File: src/rtl/adder_txn_driver.sv
// Transaction initiator for the adder DUT: queues requests, drives them one at a time, captures c.
// Define ADDER_TXN_CHECK_EN to store expected results and flag/count mismatches.
module adder_txn_driver #(
  parameter int DATA_W     = 4,
  parameter int RES_W      = 5,
  parameter int DUT_LAT    = 1,
  parameter int FIFO_DEPTH = 4
) (
  input  logic              clk,
  input  logic              reset,
  input  logic              req_valid,
  output logic              req_ready,
  input  logic [DATA_W-1:0] req_a,
  input  logic [DATA_W-1:0] req_b,
  input  logic              req_op,
  output logic [DATA_W-1:0] dut_a,
  output logic [DATA_W-1:0] dut_b,
  output logic              dut_opcode,
  input  logic [RES_W-1:0]  dut_c,
  output logic              rsp_valid,
  input  logic              rsp_ready,
  output logic [RES_W-1:0]  rsp_c,
  output logic              rsp_err,
  output logic [7:0]        err_count,
  output logic              busy
);

  localparam int AW    = $clog2(FIFO_DEPTH);
  localparam int CNT_W = 4;

  typedef enum logic [2:0] {
    S_IDLE,
    S_DRIVE,
    S_WAIT,
    S_CAPTURE,
    S_RESP
  } state_t;

  state_t             r_state;
  logic [CNT_W-1:0]   r_lat_cnt;
  logic [AW:0]        r_wr_ptr;
  logic [AW:0]        r_rd_ptr;
  logic [DATA_W-1:0]  r_mem_a  [FIFO_DEPTH];
  logic [DATA_W-1:0]  r_mem_b  [FIFO_DEPTH];
  logic               r_mem_op [FIFO_DEPTH];

  logic [AW:0]        w_count;
  logic               w_full;
  logic               w_empty;
  logic               w_push;
  logic               w_pop;
  logic [AW-1:0]      w_rd_idx;
  logic [AW-1:0]      w_wr_idx;

  assign w_count   = r_wr_ptr - r_rd_ptr;
  assign w_full    = (w_count == (AW+1)'(FIFO_DEPTH));
  assign w_empty   = (r_wr_ptr == r_rd_ptr);
  assign w_rd_idx  = r_rd_ptr[AW-1:0];
  assign w_wr_idx  = r_wr_ptr[AW-1:0];
  // Ready depends only on the registered count, so a pop cannot re-open it in the same cycle.
  assign req_ready = !w_full;
  assign w_push    = req_valid && !w_full;
  assign w_pop     = (r_state == S_IDLE) && !w_empty;
  assign busy      = (r_state != S_IDLE) || !w_empty;

`ifdef ADDER_TXN_CHECK_EN
  logic [RES_W-1:0] r_mem_exp [FIFO_DEPTH];
  logic [RES_W-1:0] r_exp_cur;
  logic [RES_W-1:0] w_exp;

  assign w_exp = req_op ? (RES_W'(req_a) - RES_W'(req_b)) : (RES_W'(req_a) + RES_W'(req_b));

  always_ff @(posedge clk) begin
    if (w_push) r_mem_exp[w_wr_idx] <= w_exp;
  end
`else
  assign rsp_err   = 1'b0;
  assign err_count = '0;
`endif

  always_ff @(posedge clk) begin
    if (w_push) begin
      r_mem_a[w_wr_idx]  <= req_a;
      r_mem_b[w_wr_idx]  <= req_b;
      r_mem_op[w_wr_idx] <= req_op;
    end
  end

  always_ff @(posedge clk or posedge reset) begin
    if (reset) begin
      r_wr_ptr <= '0;
      r_rd_ptr <= '0;
    end else begin
      if (w_push) r_wr_ptr <= r_wr_ptr + (AW+1)'(1);
      if (w_pop)  r_rd_ptr <= r_rd_ptr + (AW+1)'(1);
    end
  end

  always_ff @(posedge clk or posedge reset) begin
    if (reset) begin
      r_state    <= S_IDLE;
      r_lat_cnt  <= '0;
      dut_a      <= '0;
      dut_b      <= '0;
      dut_opcode <= 1'b0;
      rsp_valid  <= 1'b0;
      rsp_c      <= '0;
`ifdef ADDER_TXN_CHECK_EN
      r_exp_cur  <= '0;
      rsp_err    <= 1'b0;
      err_count  <= '0;
`endif
    end else begin
      case (r_state)
        S_IDLE: begin
          if (!w_empty) begin
            dut_a      <= r_mem_a[w_rd_idx];
            dut_b      <= r_mem_b[w_rd_idx];
            dut_opcode <= r_mem_op[w_rd_idx];
`ifdef ADDER_TXN_CHECK_EN
            r_exp_cur  <= r_mem_exp[w_rd_idx];
`endif
            r_state    <= S_DRIVE;
          end
        end
        S_DRIVE: begin
          r_lat_cnt <= CNT_W'(DUT_LAT - 1);
          r_state   <= (DUT_LAT == 1) ? S_CAPTURE : S_WAIT;
        end
        S_WAIT: begin
          // Leave as the counter reaches zero, keeping capture DUT_LAT+1 edges after the drive edge.
          r_lat_cnt <= r_lat_cnt - CNT_W'(1);
          if (r_lat_cnt <= CNT_W'(1)) r_state <= S_CAPTURE;
        end
        S_CAPTURE: begin
          rsp_c     <= dut_c;
          rsp_valid <= 1'b1;
`ifdef ADDER_TXN_CHECK_EN
          rsp_err   <= (dut_c != r_exp_cur);
          if ((dut_c != r_exp_cur) && (err_count != 8'hFF)) err_count <= err_count + 8'd1;
`endif
          r_state   <= S_RESP;
        end
        S_RESP: begin
          if (rsp_ready) begin
            rsp_valid <= 1'b0;
            r_state   <= S_IDLE;
          end
        end
        default: r_state <= S_IDLE;
      endcase
    end
  end

endmodule

File: config.mk
export PLATFORM = sky130hd
export DESIGN_NAME = adder_txn_driver
export DESIGN_NICKNAME = d
export VERILOG_FILES = /design/src/rtl/adder_txn_driver.sv
export SDC_FILE = /design/constraint.sdc
export NUM_CORES = 1
export LEC_CHECK = 0
export BUFFER_PORTS_ARGS = -buffer_cell sky130_fd_sc_hd__buf_4
export CAP_MARGIN = 15
export CORE_MARGIN = 2
export CORE_UTILIZATION = 35
export CTS_BUF_LIST = sky130_fd_sc_hd__clkbuf_4 sky130_fd_sc_hd__clkbuf_8
export DETAILED_ROUTE_END_ITERATION = 7
export GPL_ROUTABILITY_DRIVEN = 0
export SLEW_MARGIN = 40
export SYNTH_ARGS = -nofsm -noshare
export SYNTH_HDL_FRONTEND = slang
export SYNTH_SLANG_ARGS = --single-unit
File: constraint.sdc
create_clock -name clk -period 3.7 [get_ports clk]
set_input_delay 0.925 -clock clk [delete_from_list [all_inputs] [get_ports clk]]
set_output_delay 0.925 -clock clk [all_outputs]
set_load 0.02 [all_outputs]
==> summary.md <==
| Metric | Value |
|---|---|
| Status | `finished clean` |
| Nets@finish | `between 200 and 250` |
| Largest net degree at the start of global routing | `29` |
| Setup WS pre-CTS | `about 1200 ps` |
| Max incr delay on CP | `around 660 ps` |
| R2R depth | `6` |
| Seq pwr share | `0.403` |
| Max Cap Viol | `0` |
| Worst-margin pin slew | `just over 800 ps` |
| Netlist Area Pre-Place | `between 0.002 and 0.003 mm2` |
| Met1 usage | `0.146` |
| TritonCTS buffer count | `9` |
| Vias per cell | `4.53` |
| Remaining DRCs | `0` |
| Most frequent cells in the layout | `37 x buf_4, 36 x edfxtp_1, 28 x dfrtp_1` |
| Final hold violation count | `0` |
| Internal power | `roughly 1.9 mW` |
| CP arrival | `roughly 1900 ps` |
| GRT Total Usage | `0.117` |
| CTS tree | `yes` |
| Hold Path Sink | `rsp_c[1]` |
| Leak | `approximately 1.4 nW` |
| R2R Path Start | `r_rd_ptr[1]` |
| Setup total negative slack | `0 ps` |
| Sw Ratio | `0.342` |
| Die H | `just over 90 um` |
| Die area | `0.00866 mm2` |
| VDD IR max | `between 0.3 and 0.4 mV` |
| DP HPWL | `slightly below 3 mm` |
| Required time worst endpoint | `between 2000 and 3000 ps` |
| Global route overflow | `0` |
| First-pass GRT wire length | `approximately 7.5 mm` |
| Gate Count Post-Synth | `around 180` |
| Synth unique cells | `37` |
| Buffer and inverter count on the worst path | `2` |
| Worst-path clk slew | `around 70 ps` |
| Element type at the critical path end | `primary output` |
| PD cells | `~900 mW/mm2` |
| Area of the multi-input gates | `886 um2` |
| Post-Route Utilization | `0.429` |
| N_diodes | `0` |
| Initial Util | `0.359` |
| Vias in the first global route | `roughly 1500` |
| Pre-Repair DR Iteration Count | `4` |
| Number of enable flip-flop cells after synthesis | `36` |
| PnR worst setup slack | `863 ps` |
| Busiest grt layer | `met2` |
| Most common cell after layout, fill and taps aside | `buf_4` |
| Synthesized flop and latch total | `64` |
| Grt met2 use | `0.184` |
| Post-route antenna net violation count | `0` |
| Slowest CP cell | `dfrtp_1` |
| Mean area per synthesized cell | `around 16 um2` |
| Area Growth Syn to Fin | `19.2%` |
| Fmax | `352 MHz` |
| Post-route cell area | `0.00331 mm2` |
| R2R setup slack | `approximately 1300 ps` |
| Startpoint types | `flop` |
| Max-slew violation count | `0` |
| Filler instances | `~690` |
| Most used flip-flop cell after synthesis | `edfxtp_1` |
| # hold bufs at CTS | `0` |
| Clk buf depth | `2` |
| Via count | `~1500` |
| Register area | `between 0.0015 and 0.002 mm2` |
| Core area | `0.00773 mm2` |
| R2r endpoint | `r_mem_op[1]` |
| Met3 usage | `0.0532` |
| Dpl cell area | `0.00311 mm2` |
| Worst slew margin | `0.455` |
| Final wirelength | `4.55 mm` |
| Hold Crit Class | `reg2reg` |
| DIE WIDTH | `93.1 um` |
| Critical path, cell by cell | `inv_1 > ha_1 > and3_1 > nand3b_1 > buf_4` |
| Switching pwr | `1.02 mW` |
| # clock sinks | `64` |
| Drt wl/cell | `between 10 and 15 um` |
| Port buffer count | `34` |
| FP Rows | `32` |
| Initial antenna violation count | `0` |
| Min Tclk post-route | `between 2000 and 3000 ps` |
| Seq/Total Area, Yosys | `0.641` |
| Crit Path Category | `reg2out` |
| Setup bufs post-CTS | `0` |
| Hold depth | `1` |
| Post-CTS resize count | `0` |
| Share of synthesized flip-flops with an asynchronous set or reset | `0.438` |
| Final period utilization | `0.767` |
| Skew-Pair Late Insertion Delay | `between 300 and 400 ps` |
| IO Pins | `44` |
| Comb pwr share | `0.394` |
| Layout cells sized above 1 | `0.367` |
| Final setup fails | `0` |
| 1st-iter DRT viols | `49` |
| Clock Tree Root | `clkbuf_8` |
| Top delay family on crit path | `flip-flops` |
| RSZ-0062 raised after global routing | `false` |
| Clock network power share | `0.203` |
| Synth warnings | `0` |
| Clock Skew | `about 14 ps` |
| Hold path start | `rsp_c[1]` |
| Worst-path fanout max | `12` |
| CTS H-Tree Depth | `3` |
## Yosys cell counts, types with 2 or more instances
cell | n | area (um2)
dfrtp_1 | 28 | 701
edfxtp_1 | 36 | 1080
o21ai_0 | 6 | 30.0
buf_4 | 9 | 67.6
xnor2_1 | 4 | 35.0
mux2_2 | 8 | 90.1
and2_1 | 3 | 18.8
nand3b_1 | 3 | 22.5
xor2_1 | 2 | 17.5
nor2_1 | 5 | 18.8
mux2_4 | 8 | 120
nand2_1 | 7 | 26.3
inv_1 | 9 | 33.8
ha_1 | 9 | 113
clkbuf_1 | 2 | 7.51
mux4_2 | 9 | 203
buf_6 | 2 | 22.5
a21oi_1 | 6 | 30.0
## metal layers
metal / up-vias / wire [um]
met5: - / 0
met4: 0 / 19
met3: 2 / 305
met2: 46 / 2170
met1: 713 / 2050
li1: 702 / -
## metrics by stage
stage / hold slack, ps / power, mW / instances
finish: 507 / 2.97 / 323
global route: 521 / 3.17 / 323
CTS: 512 / 3.01 / 323
detailed placement: 496 / 2.40 / 307
global placement: 488 / 2.38 / 307
floorplan: 485 / 2.07 / 183
## worst max-delay path by stage
stage / start / endpoint / slack, ps / cells after the start
after CTS: r_rd_ptr[1] / req_ready / 810 / 6
after global placement: r_rd_ptr[1] / busy / 1210 / 5
after detailed placement: r_rd_ptr[1] / req_ready / 1180 / 6
final: r_rd_ptr[1] / busy / 860 / 5
after floorplan: r_rd_ptr[1] / req_ready / 1320 / 6
after global routing: r_rd_ptr[1] / req_ready / 700 / 6
## worst register-to-register path, delay by kind of cell (launching register included)
family	cells	cell delay (ps)
buf+inv	1	90
flops	1	660
fa+ha+maj	1	190
simple gates	2	630
xor+xnor	1	120
compound gates	1	320
## registers in the layout (all words and copies together) (netlist names)
signal / cells
r_state: 3
r_mem_a: 16
rsp_valid: 1
dut_a: 4
r_rd_ptr: 3
r_wr_ptr: 3
dut_opcode: 1
r_lat_cnt: 4
rsp_c: 5
dut_b: 4
r_mem_op: 4
r_mem_b: 16
## area by class of cell
cell class / instances / share of cell area
clock buffer: 10 / 0.0416
clock inverter: 6 / 0.0204
inverter: 9 / 0.0102
multi-input combinational: 95 / 0.267
sequential: 64 / 0.538
tap: 102 / 0.0385
timing repair buffer: 37 / 0.0839
## power groups by stage
stage	logic (mW)	registers [mW]	clock network (mW)
global route	1.29	1.23	0.658
floorplan	0.837	1.23	0
detailed placement	1.19	1.21	0
global placement	1.17	1.20	0
finish	1.17	1.19	0.603
CTS	1.19	1.20	0.621
## kinds of logic after synthesis
family,share of synthesized area
xor+xnor,0.0248
mux,0.152
buf+inv,0.0504
compound gates,0.0374
other cells,0.00135
fa+ha+maj,0.0405
simple gates,0.0518
flops,0.641
Power figures use the tool's default switching activity.
